`config.mk`:
```
export PLATFORM = sky130hd
export DESIGN_NAME = jpeg_output_y_writer
export DESIGN_NICKNAME = d
export VERILOG_FILES = /design/src/rtl/jpeg_output_y_writer.sv
export SDC_FILE = /design/constraint.sdc
export NUM_CORES = 1
export LEC_CHECK = 0
export CELL_PAD_IN_SITES_DETAIL_PLACEMENT = 0
export CELL_PAD_IN_SITES_GLOBAL_PLACEMENT = 2
export CORE_AREA = 2 2 113 115
export DETAILED_ROUTE_END_ITERATION = 16
export DIE_AREA = 0 0 115 117
export PLACE_DENSITY = 0.83
export SYNTH_ARGS = -nofsm -noshare
export SYNTH_HDL_FRONTEND = slang
export SYNTH_SLANG_ARGS = --single-unit
```
`constraint.sdc`:
```
create_clock -name clk_i -period 3.9 [get_ports clk_i]
set_input_delay 0.78 -clock clk_i [delete_from_list [all_inputs] [get_ports clk_i]]
set_output_delay 0.78 -clock clk_i [all_outputs]
set_load 0.05 [all_outputs]
```
`src/rtl/jpeg_output_y_writer.sv`:
```
// jpeg_output_y_writer
//   Producer side of the Y output block buffer. Takes 64 IDCT luma samples per
//   8x8 block, level-shifts (+128) and clamps each to 8 bits, and issues indexed
//   pushes into the 512-entry buffer. A block only starts when all 64 entries
//   are known to fit; once started it runs to completion.
//
//   Build option: JPEG_OUT_TRANSPOSE_EN
//     defined   -> wr_idx_o = {idx[2:0], idx[5:3]} (column-major in, raster out)
//     undefined -> wr_idx_o = idx
//
// Ports
//   clk_i, rst_ni        clock, synchronous active-low reset
//   in_valid_i/in_data_i IDCT sample stream (signed 16-bit, before level shift)
//   in_ready_o           sample accepted when in_valid_i && in_ready_o
//   level_i              buffer occupancy in entries
//   flush_req_i          flush request (taken between blocks)
//   push_o/wr_idx_o/data_o  registered buffer write
//   flush_o              one-cycle buffer flush pulse
//   block_done_o         high with the push of entry 63
//   blocks_o             completed blocks since reset/flush, wraps
//
// state  | meaning
// IDLE   | between blocks, idx = 0, waiting for space or flush
// ACTIVE | inside a block, idx = 1..63, never stalls
// FLUSH  | one cycle of flush_o, blocks_o cleared
module jpeg_output_y_writer (
  input  logic        clk_i,
  input  logic        rst_ni,
  input  logic        in_valid_i,
  input  logic [15:0] in_data_i,
  output logic        in_ready_o,
  input  logic [31:0] level_i,
  input  logic        flush_req_i,
  output logic        push_o,
  output logic [5:0]  wr_idx_o,
  output logic [31:0] data_o,
  output logic        flush_o,
  output logic        block_done_o,
  output logic [15:0] blocks_o
);

  typedef enum logic [1:0] {ST_IDLE, ST_ACTIVE, ST_FLUSH} state_e;

  state_e       state_q;
  logic [5:0]   idx_q;
  logic         flush_pend_q;
  logic         push_q;
  logic [5:0]   widx_q;
  logic [7:0]   pix_q;
  logic         flush_q;
  logic         done_q;
  logic [15:0]  blocks_q;

  logic         flush_want;
  logic         flush_take;
  logic [32:0]  level_sum;
  logic         space_ok;
  logic         accept;
  logic signed [16:0] pix_sum;
  logic [7:0]   pix_d;
  logic [5:0]   widx_d;

  assign flush_want = flush_req_i | flush_pend_q;
  // A push in flight is not yet in level_i, so the flush waits for it too.
  assign flush_take = (state_q == ST_IDLE) && flush_want && !push_q;

  // The in-flight push is added so a block never starts on a stale level.
  assign level_sum = {1'b0, level_i} + {32'b0, push_q};
  assign space_ok  = (level_sum <= 33'd448);

  always_comb begin
    in_ready_o = 1'b0;
    if (rst_ni) begin
      case (state_q)
        ST_IDLE:   in_ready_o = space_ok && !flush_want;
        ST_ACTIVE: in_ready_o = 1'b1;
        default:   in_ready_o = 1'b0;
      endcase
    end
  end

  assign accept = in_valid_i && in_ready_o;

  assign pix_sum = $signed({in_data_i[15], in_data_i}) + 17'sd128;

  always_comb begin
    if (pix_sum[16])
      pix_d = 8'd0;
    else if (pix_sum[15:8] != 8'd0)
      pix_d = 8'd255;
    else
      pix_d = pix_sum[7:0];
  end

`ifdef JPEG_OUT_TRANSPOSE_EN
  assign widx_d = {idx_q[2:0], idx_q[5:3]};
`else
  assign widx_d = idx_q;
`endif

  always_ff @(posedge clk_i) begin
    if (!rst_ni) begin
      state_q      <= ST_IDLE;
      idx_q        <= 6'd0;
      flush_pend_q <= 1'b0;
      push_q       <= 1'b0;
      widx_q       <= 6'd0;
      pix_q        <= 8'd0;
      flush_q      <= 1'b0;
      done_q       <= 1'b0;
      blocks_q     <= 16'd0;
    end else begin
      push_q  <= accept;
      done_q  <= 1'b0;
      flush_q <= 1'b0;
      if (accept) begin
        widx_q <= widx_d;
        pix_q  <= pix_d;
        idx_q  <= idx_q + 6'd1;
      end
      if (flush_req_i && !flush_take)
        flush_pend_q <= 1'b1;
      case (state_q)
        ST_IDLE: begin
          if (flush_take) begin
            state_q      <= ST_FLUSH;
            flush_q      <= 1'b1;
            blocks_q     <= 16'd0;
            flush_pend_q <= 1'b0;
          end else if (accept) begin
            state_q <= ST_ACTIVE;
          end
        end
        ST_ACTIVE: begin
          if (accept && idx_q == 6'd63) begin
            state_q  <= ST_IDLE;
            done_q   <= 1'b1;
            blocks_q <= blocks_q + 16'd1;
          end
        end
        default: state_q <= ST_IDLE;
      endcase
    end
  end

  assign push_o       = push_q;
  assign wr_idx_o     = widx_q;
  assign data_o       = {24'b0, pix_q};
  assign flush_o      = flush_q;
  assign block_done_o = done_q;
  assign blocks_o     = blocks_q;

endmodule
```
==> results by group <==
Power
  – Power per cell area: about 230 mW/mm²
  – Internal: 0.000774 W
  – Leakage: ~1.8 nW
  – Worst VDD drop: 0.153 mV
  – Net Sw Power: ~0.00030 W
  – Flop pwr share: 40.1%
  – Switching Share: between 20 and 30%
  – Combinational power share: between 20% and 30%
  – Clock power share: between 30% and 40%

Flow run
  – Max_cap viols: 0

Global route
  – Initial antenna violation count: 0
  – GR Util met2: about 23%
  – Gr ovfl total: 0
  – GRT busiest layer: met2
  – Tot GR Track Use: a little over an eighth
  – Met1 GRT Util: approximately 17%
  – Global-route wire length before repair: 14800 µm
  – Global Route met3 Usage: around 2.5%
  – Vias in the first global route: about 3100
  – Largest net degree at the start of global routing: 31

Logic synthesis
  – Syn Area/Cell: 7.88 µm²
  – Ys flop type: dfxtp_1
  – Register area share after synthesis: approximately 28%
  – Yosys top cell area share: between 20% and 30%
  – Number of synthesized flops with an enable pin: 0
  – Post-Syn Instances: roughly 380
  – Yosys cell types: just over 60
  – Synth area leaders: dfxtp_1 28%, nand2_1 6.1%, buf_4 6.0%, o2111ai_1 5.0%, a21oi_1 4.8%
  – Post-Syn Area: 0.00300 mm²
  – Synth Warn #: 0
  – Async set or reset register ratio after synthesis: 0%
  – #FFs+latches synth: between 40 and 50
  – Synth area leader: dfxtp_1

Placed design
  – DP HPWL: between 7000 and 8000 µm
  – RePlAce Congestion: 0.860
  – Buffers on Ports: 85
  – Cell Area, Placed: ~0.0043 mm²
  – Pre-CTS setup slack: -351 ps

CTS
  – Root buf cell: clkbuf_16
  – H-Tree Depth: 2
  – CTS tree: built
  – Skew-Pair Late Insertion Delay: just under 300 ps
  – Clock slew at reported path FFs: 60 ps
  – Clk buf depth: 2
  – Cts-stage hold buffer count: 0
  – Number of CTS-inserted buffers: 5
  – Clk sinks: 42

STA
  – Slew @ Worst Pin: between 600 and 700 ps
  – Worst hold margin: approximately 460 ps
  – Fmax: around 260 MHz
  – Crit path setup slack, layout: 88.3 ps
  – Post-Route Setup TNS: 0 ps
  – Final Cycle Share: between 90% and 100%
  – Clock skew: around 8.8 ps
  – Endpoints failing hold: 0
  – Worst slew margin: between 50 and 60%
  – Final setup vio count: 0
  – Slew Viols, Final: 0
  – Final min period: between 3000 and 4000 ps

Final layout
  – FF+latch area: 841 µm²
  – Antenna Cells: 0
  – Multi-input gate area: roughly 0.0021 mm²
  – Commonest non-fill, non-tap cell in the layout: clkdlybuf4s50_1
  – Total of fill cells in the finished design: 1252
  – Most frequent cells in the layout: 79 x clkdlybuf4s50_1, 55 x buf_4, 49 x nand2_1
  – Layout cells sized above 1: 18.6%
  – Fin nets: around 570
  – Area grow syn2layout: 54.4%
  – Finished Cell Area: between 0.004 and 0.005 mm²

Setup path
  – Crit path DAT: slightly above 3000 ps
  – Worst Setup End Kind: primary output
  – Reg2reg setup slack: around 700 ps
  – Worst Path Class, Setup: in2out
  – Startpoint Class: input pin
  – Worst-path maximum fanout: 7
  – Crit path required time: ~3100 ps

Route
  – 1st-iter DRT viols: 209
  – Routed len/inst: around 14 µm
  – DR vias: about 3300
  – DRT antenna net count: 0
  – Drt drc: 0
  – TritonRoute pass-1 iters: 4
  – Via-per-instance ratio: 4.97
  – Final WL: between 9000 and 10000 µm

Status
  – Status: finished, final reports clean

Worst hold path
  – Hold Path Class: reg2reg

Die
  – Core ar.: around 0.012 mm²
  – Die footprint: ~0.013 mm²
  – Die Y: about 120 µm
  – DIE WIDTH: 115 µm
  – Starting density of the core: between 20% and 30%
  – Boundary Pins: 110
  – # rows: 41
==> cell usage after synthesis, types with 9 or more instances <==
| master | instances |
|---|---|
| buf_4 | 24 |
| and3_1 | 11 |
| or3_1 | 11 |
| nand2_1 | 49 |
| nand3_1 | 16 |
| dfxtp_1 | 42 |
| o2111ai_1 | 17 |
| a21oi_1 | 29 |
| clkbuf_1 | 9 |
| nor3_1 | 10 |
| nand4_1 | 14 |
| o21ai_0 | 11 |
| inv_1 | 11 |
| nor2_1 | 22 |
| mux2i_1 | 11 |
==> sequential cells by signal (all words and copies together) (netlist names) <==
name          cells
flush_o           1
blocks_o         16
push_o            1
block_done_o      1
idx_q             6
pix_q             8
state_q           2
flush_pend_q      1
wr_idx_o          6
==> per-layer routing <==
metal | part of all wire, % | routed length [µm] | vias to the layer above
met4 | 1.2 | 110 | 0
met2 | 48 | 4410 | 88
met5 | 0 | 0 | -
li1 | - | - | 1653
met1 | 46 | 4280 | 1562
met3 | 5.1 | 471 | 10
==> worst max-delay path, cell delays in order <==
cell,delay [ps]
clkdlybuf4s50_1,520
nand3_4,150
buf_4,160
nor4_1,370
nand4_1,160
mux2i_1,240
nand2_1,80
and3_4,170
a22o_4,240
buf_12,150
==> power by group through the flow <==
stage / logic (W) / clock network [W] / registers (W)
6_report: 0.000224 / 0.000421 / 0.000431
3_3_place_gp: 0.000216 / 0 / 0.000441
3_5_place_dp: 0.000217 / 0 / 0.000441
4_1_cts: 0.000220 / 0.000429 / 0.000431
2_1_floorplan: 0.000122 / 0 / 0.000443
5_1_grt: 0.000240 / 0.000449 / 0.000431
==> what timing repair did <==
item | in CTS | in global routing
endpoints found under the setup margin | 1 | 1
buffers inserted | 1 | 4
pin swaps | 11 | 8
resized for setup | 21 | 9
==> stage by stage <==
step / utilization, % / total power (W) / instances
3_5_place_dp: 35.0 / 0.000658 / 653
5_1_grt: 37.6 / 0.00112 / 666
3_3_place_gp: 35.0 / 0.000657 / 653
6_report: 37.6 / 0.00108 / 666
4_1_cts: 36.9 / 0.00108 / 662
2_1_floorplan: - / 0.000565 / 404
==> worst paths after layout <==
check	startpoint	to	depth (start not counted)
setup / recovery	level_i[4]	in_ready_o	10
hold / removal	pix_q[4]$_SDFFE_PN0P_	pix_q[4]$_SDFFE_PN0P_	2
setup reg to reg	push_o$_SDFF_PN0_	blocks_o[0]$_SDFFE_PN0P_	13
hold reg to reg	pix_q[4]$_SDFFE_PN0P_	pix_q[4]$_SDFFE_PN0P_	2
==> final cells by class <==
type	count	area share [%]
multi-input combinational	310	44.5
timing repair buffer	145	29.1
sequential	42	18.1
tap	150	4.05
clock buffer	6	3.00
inverter	11	0.891
clock inverter	2	0.270
==> cells by family (layout without fill, tap and decap cells) <==
group,Yosys count,in the layout,synth area share (%)
compound gates,93,93,22.4
xor+xnor,13,13,3.79
fa+ha+maj,5,5,2.09
buf+inv,52,164,10.2
flops,42,42,28.0
mux,11,11,3.67
other cells,1,24,0.125
simple gates,164,164,29.7
Note: power is estimated with default switching activity, not from simulation.
